[config.mk]
export PLATFORM = sky130hd
export DESIGN_NAME = wave_draw_ctrl_flat
export DESIGN_NICKNAME = d
export VERILOG_FILES = /design/src/rtl/wave_draw_ctrl_pkg.sv /design/src/rtl/wave_draw_ctrl_if.sv /design/src/rtl/wave_draw_ctrl_sync_2ff.sv /design/src/rtl/wave_draw_ctrl.sv /design/src/flat_wrapper.sv
export SDC_FILE = /design/constraint.sdc
export NUM_CORES = 1
export LEC_CHECK = 0
export ABC_CLOCK_PERIOD_IN_PS = 2450
export CAP_MARGIN = 10
export CORE_MARGIN = 1.5
export CORE_UTILIZATION = 52
export DETAILED_ROUTE_END_ITERATION = 8
export GPL_ROUTABILITY_DRIVEN = 0
export PLACE_DENSITY_LB_ADDON = 0.12
export SLEW_MARGIN = 20
export SYNTH_ARGS = -nofsm -noshare
export SYNTH_HDL_FRONTEND = slang
export SYNTH_SLANG_ARGS = --single-unit
[constraint.sdc]
create_clock -name lcd_clk -period 2.45 [get_ports lcd_clk]
set_clock_uncertainty 0.05 [all_clocks]
set_input_delay 0.735 -clock lcd_clk [delete_from_list [all_inputs] [get_ports lcd_clk]]
set_output_delay 0.735 -clock lcd_clk [all_outputs]
set_load 0.01 [all_outputs]
[src/rtl/wave_draw_ctrl_pkg.sv]
// Shared types, defaults and helpers for the waveform column sequencer.
package wave_pkg;

  localparam int unsigned N_SAMPLES_DEF = 300;
  localparam logic [7:0]  OUT_CODE_DEF  = 8'hFF;
  localparam int unsigned ADDR_W        = 9;
  localparam int unsigned Y_W           = 8;

  typedef enum logic [2:0] {
    IDLE,
    ISSUE,
    WAIT,
    EMIT,
    DONE
  } state_t;

  // One vertical column segment handed to the pixel writer.
  typedef struct packed {
    logic [ADDR_W-1:0] x;
    logic [Y_W-1:0]    y_top;
    logic [Y_W-1:0]    y_bot;
    logic              blank;
  } col_seg_t;

  function automatic logic [Y_W-1:0] y_min(input logic [Y_W-1:0] a, input logic [Y_W-1:0] b);
    return (a < b) ? a : b;
  endfunction

  function automatic logic [Y_W-1:0] y_max(input logic [Y_W-1:0] a, input logic [Y_W-1:0] b);
    return (a > b) ? a : b;
  endfunction

endpackage

[src/rtl/wave_draw_ctrl_if.sv]
// Sample-read and column-output channels of the waveform sequencer.
interface wave_draw_ctrl_if;
  import wave_pkg::*;

  logic [ADDR_W-1:0] rd_rom_addr;
  logic              lcd_data_req;
  logic [Y_W-1:0]    rd_ad_data;
  logic              col_valid;
  logic              col_ready;
  logic [ADDR_W-1:0] col_x;
  logic [Y_W-1:0]    col_y_top;
  logic [Y_W-1:0]    col_y_bot;
  logic              col_blank;

  modport master (
    output rd_rom_addr, lcd_data_req,
    input  rd_ad_data,
    output col_valid, col_x, col_y_top, col_y_bot, col_blank,
    input  col_ready
  );

  modport slave (
    input  rd_rom_addr, lcd_data_req,
    output rd_ad_data,
    input  col_valid, col_x, col_y_top, col_y_bot, col_blank,
    output col_ready
  );

endinterface

[src/rtl/wave_draw_ctrl_sync_2ff.sv]
// Single-bit two-flop synchronizer into the destination clock domain.
module sync_2ff (
  input  logic clk,
  input  logic rst_n,
  input  logic d,
  output logic q
);

  logic meta_q;

  always_ff @(posedge clk or negedge rst_n) begin
    if (!rst_n) begin
      meta_q <= 1'b0;
      q      <= 1'b0;
    end else begin
      meta_q <= d;
      q      <= meta_q;
    end
  end

endmodule

[src/rtl/wave_draw_ctrl.sv]
// Per-frame sequencer: reads the capture buffer and emits one column segment per sample.
// Optional peak tracking outputs are built when WAVE_PEAK_EN is defined.
module wave_draw_ctrl
  import wave_pkg::*;
#(
  parameter int unsigned N_SAMPLES = N_SAMPLES_DEF,
  parameter int unsigned RD_LAT    = 2,
  parameter logic [7:0]  OUT_CODE  = OUT_CODE_DEF
) (
  input  logic              lcd_clk,
  input  logic              rst_n,
  input  logic              frame_start,
  input  logic              cap_done,
  input  logic              wave_run,
  wave_draw_ctrl_if.master  bus,
  output logic              lcd_wr_over,
  output logic              busy
`ifdef WAVE_PEAK_EN
  ,
  output logic [Y_W-1:0]    wave_max,
  output logic [Y_W-1:0]    wave_min,
  output logic              peak_valid
`endif
);

  localparam int unsigned      WCNT_W    = (RD_LAT > 1) ? $clog2(RD_LAT) : 1;
  localparam logic [WCNT_W-1:0] WCNT_LAST = WCNT_W'(RD_LAT - 1);
  localparam logic [ADDR_W-1:0] ADDR_LAST = ADDR_W'(N_SAMPLES - 1);

  logic cap_done_s;
  logic run_s;

  sync_2ff u_sync_cap (.clk(lcd_clk), .rst_n(rst_n), .d(cap_done), .q(cap_done_s));
  sync_2ff u_sync_run (.clk(lcd_clk), .rst_n(rst_n), .d(wave_run), .q(run_s));

  state_t            state_q, state_d;
  logic [ADDR_W-1:0] addr_q, addr_d;
  logic [WCNT_W-1:0] wcnt_q, wcnt_d;
  logic [Y_W-1:0]    cur_q, cur_d;
  logic [Y_W-1:0]    prev_q, prev_d;
  col_seg_t          seg_q, seg_d;
  logic              col_valid_q, col_valid_d;
  logic              req_q, req_d;
  logic [ADDR_W-1:0] rd_addr_q, rd_addr_d;
  logic              wr_over_q, wr_over_d;
  logic              busy_q, busy_d;
  logic [Y_W-1:0]    rd_y;

  assign rd_y = bus.rd_ad_data;

`ifdef WAVE_PEAK_EN
  logic [Y_W-1:0] run_max_q, run_max_d;
  logic [Y_W-1:0] run_min_q, run_min_d;
  logic           any_q, any_d;
  logic [Y_W-1:0] wave_max_q, wave_max_d;
  logic [Y_W-1:0] wave_min_q, wave_min_d;
  logic           peak_valid_q, peak_valid_d;
`endif

  // State and datapath registers; every output comes straight from a flop.
  always_ff @(posedge lcd_clk or negedge rst_n) begin
    if (!rst_n) begin
      state_q     <= IDLE;
      addr_q      <= '0;
      wcnt_q      <= '0;
      cur_q       <= '0;
      prev_q      <= '0;
      seg_q       <= '0;
      col_valid_q <= 1'b0;
      req_q       <= 1'b0;
      rd_addr_q   <= '0;
      wr_over_q   <= 1'b0;
      busy_q      <= 1'b0;
`ifdef WAVE_PEAK_EN
      run_max_q    <= '0;
      run_min_q    <= '1;
      any_q        <= 1'b0;
      wave_max_q   <= '0;
      wave_min_q   <= '0;
      peak_valid_q <= 1'b0;
`endif
    end else begin
      state_q     <= state_d;
      addr_q      <= addr_d;
      wcnt_q      <= wcnt_d;
      cur_q       <= cur_d;
      prev_q      <= prev_d;
      seg_q       <= seg_d;
      col_valid_q <= col_valid_d;
      req_q       <= req_d;
      rd_addr_q   <= rd_addr_d;
      wr_over_q   <= wr_over_d;
      busy_q      <= busy_d;
`ifdef WAVE_PEAK_EN
      run_max_q    <= run_max_d;
      run_min_q    <= run_min_d;
      any_q        <= any_d;
      wave_max_q   <= wave_max_d;
      wave_min_q   <= wave_min_d;
      peak_valid_q <= peak_valid_d;
`endif
    end
  end

  // Next-state and next-output logic.
  always_comb begin
    state_d     = state_q;
    addr_d      = addr_q;
    wcnt_d      = wcnt_q;
    cur_d       = cur_q;
    prev_d      = prev_q;
    seg_d       = seg_q;
    col_valid_d = col_valid_q;
    req_d       = 1'b0;
    rd_addr_d   = rd_addr_q;
    wr_over_d   = wr_over_q;
    busy_d      = busy_q;
`ifdef WAVE_PEAK_EN
    run_max_d    = run_max_q;
    run_min_d    = run_min_q;
    any_d        = any_q;
    wave_max_d   = wave_max_q;
    wave_min_d   = wave_min_q;
    peak_valid_d = peak_valid_q;
`endif

    unique case (state_q)
      IDLE: begin
        // Skipped frames keep the previous image on screen.
        if (frame_start && (cap_done_s || !run_s)) begin
          state_d   = ISSUE;
          addr_d    = '0;
          rd_addr_d = '0;
          req_d     = 1'b1;
          busy_d    = 1'b1;
`ifdef WAVE_PEAK_EN
          run_max_d = '0;
          run_min_d = '1;
          any_d     = 1'b0;
`endif
        end
      end

      ISSUE: begin
        state_d = WAIT;
        wcnt_d  = '0;
      end

      WAIT: begin
        if (wcnt_q == WCNT_LAST) begin
          cur_d       = rd_y;
          state_d     = EMIT;
          col_valid_d = 1'b1;
          seg_d.x     = addr_q;
          if (addr_q == '0) begin
            seg_d.y_top = rd_y;
            seg_d.y_bot = rd_y;
            seg_d.blank = (rd_y == OUT_CODE);
          end else begin
            seg_d.y_top = y_min(prev_q, rd_y);
            seg_d.y_bot = y_max(prev_q, rd_y);
            seg_d.blank = (rd_y == OUT_CODE) || (prev_q == OUT_CODE);
          end
`ifdef WAVE_PEAK_EN
          if (rd_y != OUT_CODE) begin
            run_max_d = y_max(run_max_q, rd_y);
            run_min_d = y_min(run_min_q, rd_y);
            any_d     = 1'b1;
          end
`endif
        end else begin
          wcnt_d = wcnt_q + WCNT_W'(1);
        end
      end

      EMIT: begin
        if (bus.col_ready) begin
          col_valid_d = 1'b0;
          prev_d      = cur_q;
          if (addr_q == ADDR_LAST) begin
            state_d   = DONE;
            busy_d    = 1'b0;
            wr_over_d = run_s;
`ifdef WAVE_PEAK_EN
            wave_max_d   = any_q ? run_max_q : '0;
            wave_min_d   = any_q ? run_min_q : '0;
            peak_valid_d = any_q;
`endif
          end else begin
            addr_d    = addr_q + ADDR_W'(1);
            rd_addr_d = addr_q + ADDR_W'(1);
            req_d     = 1'b1;
            state_d   = ISSUE;
          end
        end
      end

      DONE: begin
        // Four-phase return: hold until capture side drops cap_done, or freeze aborts it.
        if (!run_s || !cap_done_s) begin
          wr_over_d = 1'b0;
          state_d   = IDLE;
        end else begin
          wr_over_d = 1'b1;
        end
      end

      default: begin
        state_d = IDLE;
      end
    endcase
  end

  assign bus.rd_rom_addr  = rd_addr_q;
  assign bus.lcd_data_req = req_q;
  assign bus.col_valid    = col_valid_q;
  assign bus.col_x        = seg_q.x;
  assign bus.col_y_top    = seg_q.y_top;
  assign bus.col_y_bot    = seg_q.y_bot;
  assign bus.col_blank    = seg_q.blank;
  assign lcd_wr_over      = wr_over_q;
  assign busy             = busy_q;

`ifdef WAVE_PEAK_EN
  assign wave_max   = wave_max_q;
  assign wave_min   = wave_min_q;
  assign peak_valid = peak_valid_q;
`endif

endmodule

[src/flat_wrapper.sv]
// flat-port wrapper written by rule: the top's interface ports become plain ports
module wave_draw_ctrl_flat import wave_pkg::*;
#(
  parameter int unsigned N_SAMPLES = N_SAMPLES_DEF,
  parameter int unsigned RD_LAT    = 2,
  parameter logic [7:0]  OUT_CODE  = OUT_CODE_DEF
)
  (lcd_clk, rst_n, frame_start, cap_done, wave_run, lcd_wr_over, busy, bus_rd_rom_addr, bus_lcd_data_req, bus_rd_ad_data, bus_col_valid, bus_col_x, bus_col_y_top, bus_col_y_bot, bus_col_blank, bus_col_ready);
  wave_draw_ctrl_if bus_i ();
  input  logic lcd_clk;
  input  logic rst_n;
  input  logic frame_start;
  input  logic cap_done;
  input  logic wave_run;
  output logic lcd_wr_over;
  output logic busy;
  output wire logic [$bits(bus_i.rd_rom_addr)-1:0] bus_rd_rom_addr;
  output wire logic [$bits(bus_i.lcd_data_req)-1:0] bus_lcd_data_req;
  input wire logic [$bits(bus_i.rd_ad_data)-1:0] bus_rd_ad_data;
  output wire logic [$bits(bus_i.col_valid)-1:0] bus_col_valid;
  output wire logic [$bits(bus_i.col_x)-1:0] bus_col_x;
  output wire logic [$bits(bus_i.col_y_top)-1:0] bus_col_y_top;
  output wire logic [$bits(bus_i.col_y_bot)-1:0] bus_col_y_bot;
  output wire logic [$bits(bus_i.col_blank)-1:0] bus_col_blank;
  input wire logic [$bits(bus_i.col_ready)-1:0] bus_col_ready;
  assign bus_rd_rom_addr = bus_i.rd_rom_addr;
  assign bus_lcd_data_req = bus_i.lcd_data_req;
  assign bus_i.rd_ad_data = bus_rd_ad_data;
  assign bus_col_valid = bus_i.col_valid;
  assign bus_col_x = bus_i.col_x;
  assign bus_col_y_top = bus_i.col_y_top;
  assign bus_col_y_bot = bus_i.col_y_bot;
  assign bus_col_blank = bus_i.col_blank;
  assign bus_i.col_ready = bus_col_ready;
  wave_draw_ctrl #(.N_SAMPLES(N_SAMPLES), .RD_LAT(RD_LAT), .OUT_CODE(OUT_CODE)) u_core (.lcd_clk(lcd_clk), .rst_n(rst_n), .frame_start(frame_start), .cap_done(cap_done), .wave_run(wave_run), .bus(bus_i), .lcd_wr_over(lcd_wr_over), .busy(busy));
endmodule
==> run metrics, run 1 <==
Worst-Margin Slew roughly 570 ps; maximum VDD drop a little under 0.7 mV; CP Cell Sequence clkdlybuf4s50_1, inv_1, ha_4, and4_1, buf_4, nand2_1, o211ai_1, buf_4, o211ai_1, nand3_1; final period utilization 0.983; CTS tree yes; clock period minus worst slack 2410 ps; Mapped Cells 305; routed wire length per instance ~16 µm; Chip Height approximately 78 µm; IO buf count 52; status completed; Setup CP Type primary input to register; CP Buf/Inv Count 4; total chip power between 0.004 and 0.005 W; io pins 53; Worst slew margin 0.615; grt ovf 0; post-synthesis net count around 330; final hold vios 0; mean area per synthesized cell about 9.6 µm²; clock insertion delay at the later pin of the skew report about 340 ps; DRT Pass-1 Iters 4; Worst-path clk slew about 70 ps; Core Footprint approximately 5500 µm²; Peak Freq around 0.42 GHz; Vias/cell roughly 5.6; post-route ant nets 0; vias in the first global route about 2600; Total GRT Usage 0.266; slowest CP cell clkdlybuf4s50_1; die width around 80 µm; die area between 6000 and 7000 µm²; Ys Warns 0; post-synthesis register bit count 63; initial antenna violation count 0; CP top delay family buffers and inverters; Vias roughly 2600; max-cap viol count 0; Req. time, crit path between 2000 and 3000 ps; Crit Path Max Fanout 3; synthesis-to-layout area growth 36.4%; DP Cell Count roughly 450; CTS sink cnt 63; register area share after synthesis 0.537; Cell Count, Final, Fillers Out 463; Remaining DRCs 0; postcts setup bufs 0; largest net degree at the start of global routing 64; layout cells sized above 1 0.161; reg2reg setup slack just under 300 ps; nature of the critical path endpoint register; Worst Hold Class register to register; leak pwr 1.84 nW; number of H-tree levels 3; Net count, final just over 400; Pwr Density 1190 nW/µm²; DRT iter0 DRCs between 200 and 250; WL final roughly 7500 µm; # hold bufs at CTS 0; Inserted Diodes 0; Final Max Tran Viols 0; Worst EP arrival roughly 2600 ps; CTS Buffer Depth 2; Worst path max stage delay between 400 and 500 ps; dpl hpwl ~5000 µm; first-pass GRT wire length between 10000 and 15000 µm; Root Buffer clkbuf_8; row cnt 27; CTS Buf Count 9; Initial Util 0.537; final setup fails 0; Post-Syn Area 2940 µm²; CP Launch Type primary input; post-synth cell types 39
-- cells in the final DEF (no fill, tap or decap), drive strengths merged, types with 2 or more instances in the layout --
cell / synthesis / layout
a221o: 8 / 8
dlymetal6s2s: 0 / 2
dfrtp: 63 / 63
a2111oi: 3 / 3
and3: 5 / 5
o211ai: 5 / 5
clkdlybuf4s50: 0 / 48
nand3: 12 / 12
xnor2: 4 / 4
ha: 10 / 10
clkinv: 0 / 4
o21ai: 19 / 19
a21oi: 10 / 10
nand2: 77 / 77
clkbuf: 9 / 10
buf: 4 / 32
nor2: 12 / 12
inv: 12 / 12
nand4: 13 / 13
a211oi: 2 / 2
and4: 3 / 3
nor3: 2 / 2
o311ai: 6 / 6
and2: 9 / 9
-- routing by layer --
| layer | vias up | global-route usage | share of wire |
|---|---|---|---|
| li1 | 1254 | - | - |
| met4 | 0 | 0.107 | 0.020 |
| met5 | - | 0 | 0 |
| met1 | 1241 | 0.358 | 0.46 |
| met2 | 100 | 0.423 | 0.46 |
| met3 | 14 | 0.0570 | 0.062 |
-- cells in the mapped netlist --
library cell / number / share of area
o21ai_0: 19 / 0.032
dfrtp_1: 63 / 0.54
nand4_1: 13 / 0.028
clkbuf_1: 9 / 0.012
xnor2_1: 4 / 0.012
and3b_1: 1 / 0.0030
nand3_2: 2 / 0.0068
and2b_2: 1 / 0.0030
nand3b_1: 1 / 0.0026
a2111oi_0: 3 / 0.0089
a21oi_1: 10 / 0.017
o22ai_1: 1 / 0.0021
a311oi_1: 1 / 0.0030
nand3_1: 10 / 0.017
a211o_1: 1 / 0.0030
nor3_1: 2 / 0.0034
nand2b_1: 1 / 0.0021
o211ai_1: 5 / 0.013
a221o_1: 8 / 0.027
nor4_1: 1 / 0.0021
ha_1: 10 / 0.043
or3_1: 1 / 0.0021
xor2_1: 1 / 0.0030
a211oi_1: 2 / 0.0051
inv_1: 12 / 0.015
nor4b_1: 1 / 0.0030
o211a_1: 1 / 0.0034
and3_1: 5 / 0.011
o21a_1: 1 / 0.0026
nor2b_1: 1 / 0.0021
buf_2: 4 / 0.0068
nor2_1: 12 / 0.015
a21bo_2: 1 / 0.0034
and2_1: 9 / 0.019
o2bb2ai_1: 1 / 0.0030
or4_1: 1 / 0.0026
o311ai_0: 6 / 0.018
and4_1: 3 / 0.0089
nand2_1: 77 / 0.098
-- cell type report --
class	count	area, µm²
Timing Repair Buffer	83	764
Clock buffer	10	128
Sequential cell	63	1580
Clock inverter	6	61.3
Inverter	12	45.0
Multi-Input combinational cell	217	1340
Fill cell	412	1470
Tap cell	72	90.1
-- report_power, final --
part	leakage [nW]	internal, W	switching, W
clock	0.0960	0.000466	0.000419
sequential	0.795	0.00142	0.000377
combinational	0.948	0.00103	0.00105
total	1.84	0.00292	0.00185
-- timing repair --
action                     4_1_cts  5_1_grt
pin swaps                        4        5
setup endpoints to repair       15       16
gates cloned                     0        0
resized for setup               10       15
-- final timing paths --
check / end / depth (start not counted) / from
setup / recovery: u_core.bus.col_y_bot[7] / 10 / bus_rd_ad_data[7]
hold / removal: u_core.u_sync_run.q / 0 / u_core.u_sync_run.meta_q
setup reg to reg: u_core.bus.col_y_bot[4] / 7 / u_core.bus.rd_rom_addr[1]
hold reg to reg: u_core.u_sync_run.q / 0 / u_core.u_sync_run.meta_q
max in group asynchronous: u_core.bus.col_x[2] / 2 / rst_n
min in group asynchronous: u_core.bus.col_y_bot[1] / 2 / rst_n
-- kinds of logic (layout without fill, tap and decap cells) --
kind of cell	Yosys count	in the layout	synth area share
flops	63	63	0.537
compound gates	60	60	0.142
simple gates	142	142	0.230
buf+inv	25	111	0.0337
fa+ha+maj	10	10	0.0426
xor+xnor	5	5	0.0149
-- state kept, by name, indices dropped and copies added (netlist names), 3 cells and up --
signal                  count
u_core.bus.rd_rom_addr      9
u_core.cur_q                8
u_core.prev_q               8
u_core.bus.col_y_bot        8
u_core.bus.col_x            9
u_core.bus.col_y_top        8
u_core.state_q              3
-- metrics by stage --
step                worst slack [ps]  TNS (ps)  cell area (µm²)  hold WS, ps  utilization
CTS                             15.3         0             3940          303        0.721
global placement                -495     -6880             3730          283        0.682
detailed placement              -517     -7380             3730          286        0.682
global route                   -29.2     -29.2             4010          309        0.732
finish                          42.2         0             4010          301        0.732
floorplan                        197         0             2940          281            -
No activity file was read; power rests on OpenSTA's default activity.
==> run 2, diff against run 1 <==
Settings changed: CAP_MARGIN 10 to unset.
==> results of run 2 <==
The final DEF is identical to that of run 1; final timing and power are the same.
==> run 3, diff against run 2 <==
Settings changed: CORE_UTILIZATION 52 to 55, DONT_BUFFER_PORTS set to 1, SETUP_SLACK_MARGIN set to 0.1.
==> run metrics, run 3 (synthesis results as in run 1) <==
status completed (unchanged); die width 76.1 µm (was 78.2 µm); Root Buffer clkbuf_8 (unchanged); Sequential Area 1580 µm² (unchanged); row cnt 26 (was 27); layout cells sized above 1 0.106 (was 0.161); grt ovf 0 (unchanged); Inserted Diodes 0 (unchanged); Worst EP arrival 2330 ps (was 2580 ps); routed wire length per instance 17.1 µm (was 16.2 µm); nature of the critical path endpoint register (unchanged); Peak Freq 0.457 GHz (was 0.415 GHz); IO buf count 0 (was 52); Final TNS setup 0 ps (unchanged); final hold slack 37.3 ps (was 301 ps); CTS tree yes (unchanged); most common cell after layout, fill and taps aside nand2_1 (unchanged); maximum VDD drop 0.782 mV (was 0.674 mV); CTS sink cnt 63 (unchanged); Vias/cell 6.07 (was 5.63); first-pass GRT wire length 11100 µm (was 12500 µm); Pwr Density 1270 nW/µm² (was 1190 nW/µm²); largest net degree at the start of global routing 64 (unchanged); Vias 2378 (was 2609); Net count, final 341 (was 410); Core Footprint 5140 µm² (was 5470 µm²); DP Cell Count 376 (was 447); number of H-tree levels 3 (unchanged); post-route ant nets 0 (unchanged); Req. time, crit path 2590 ps (was 2620 ps); clock period minus worst slack 2190 ps (was 2410 ps); final design utilization 0.642 (was 0.732); RSZ-0062 raised after global routing false; final hold vios 0 (unchanged); Remaining DRCs 0 (unchanged); Worst-Margin Slew 523 ps (was 569 ps); DRT iter0 DRCs 248 (was 209); Initial Util 0.571 (was 0.537); Worst-path clk slew 70 ps (about the same); # hold bufs at CTS 0 (unchanged); io pins 53 (unchanged); leak pwr 1.55 nW (was 1.84 nW); Setup CP Type register to register (was primary input to register); CTS Buffer Depth 2 (unchanged); Crit Path Max Fanout 5 (was 3); Final Max Tran Viols 0 (unchanged); synthesis-to-layout area growth 12.4% (was 36.4%); DRT Pass-1 Iters 6 (was 4); WL final 6710 µm (was 7480 µm); Total GRT Usage 0.243 (was 0.266); max-cap viol count 0 (unchanged); area occupied by multi-input gates 1260 µm² (was 1340 µm²); CP Launch Type register (was primary input); CTS Buf Count 9 (unchanged); die area 5790 µm² (was 6110 µm²); most frequent cells in the layout nand2_1 (77), dfrtp_1 (63), o21ai_0 (19) (was nand2_1 (77), dfrtp_1 (63), clkdlybuf4s50_1 (48)); Filler Cells Inserted 434 (was 412); dpl hpwl 4680 µm (was 5110 µm); Chip Height 76.1 µm (was 78.2 µm); clock insertion delay at the later pin of the skew report 330 ps (was 340 ps); Worst slew margin 0.642 (was 0.615); Worst Hold Class primary input to async pin (was register to register); final setup fails 0 (unchanged); initial antenna violation count 0 (unchanged); Cell Count, Final, Fillers Out 392 (was 463); vias in the first global route 2198 (was 2585); final period utilization 0.893 (was 0.983); R2R cell count 7 (unchanged)
## run 3: cell types whose count changed in the layout (fill, tap and decap cells not counted), sizes merged
cell | before | now
clkbuf | 10 | 11
dlygate4sd2 | 1 | 0
clkinv | 4 | 2
clkdlybuf4s50 | 48 | 0
dlymetal6s2s | 2 | 0
bufinv | 1 | 2
buf | 32 | 14
## run 3: final cells by class
cell class | instances | area share
clock buffers | 11 | 0.0428
clock inverters | 5 | 0.0246
inverters | 12 | 0.0136
multi-input cells | 217 | 0.383
flip-flops and latches | 63 | 0.477
well taps | 70 | 0.0265
repair buffers | 14 | 0.0318
## run 3: worst paths after layout
path / startpoint / slack (ps) / to
setup reg to reg: u_core.prev_q[7] / 260 / u_core.bus.col_y_bot[1]
hold reg to reg: u_core.u_sync_cap.meta_q / 300 / u_core.u_sync_cap.q
setup / recovery: u_core.prev_q[7] / 260 / u_core.bus.col_y_bot[1]
min in group lcd_clk: u_core.u_sync_cap.meta_q / 300 / u_core.u_sync_cap.q
max in group asynchronous: rst_n / 2210 / u_core.bus.col_x[0]
hold / removal: rst_n / 40 / u_core.bus.col_x[7]
## run 3: worst max-delay path, cell delays in order (launching register included)
cell,delay (ps)
dfrtp_1,460
ha_1,340
a21oi_1,180
o21ai_0,160
o211ai_1,240
nor2_1,110
buf_4,170
o311ai_0,340
## run 3: through the flow
stage / power [W] / area, µm² / worst slack, ps
after floorplan: 0.00275 / 2940 / 197
after global placement: 0.00317 / 3080 / 26.7
after detailed placement: 0.00321 / 3080 / -21.0
after CTS: 0.00420 / 3300 / 256
after global routing: 0.00450 / 3300 / 132
final: 0.00421 / 3300 / 262
## run 3: what timing repair did
| item | CTS | global route |
|---|---|---|
| setup buffers | 0 | 0 |
| endpoints found under the setup margin | 0 | 1 |
| hold endpoints to repair | 0 | 0 |
| gates resized for setup | 0 | 1 |
## run 3: power by group
part	switching (W)	internal (W)
logic	0.000825	0.000549
registers	0.000417	0.00142
clock network	0.000393	0.000601
total	0.00163	0.00257
## run 3: routing by layer
metal	up-vias	global-route usage	wire length, µm
met5	-	0	0
li1	1113	-	-
met2	104	0.341	2840
met1	1138	0.365	3190
met3	23	0.0527	526
met4	0	0.0963	151
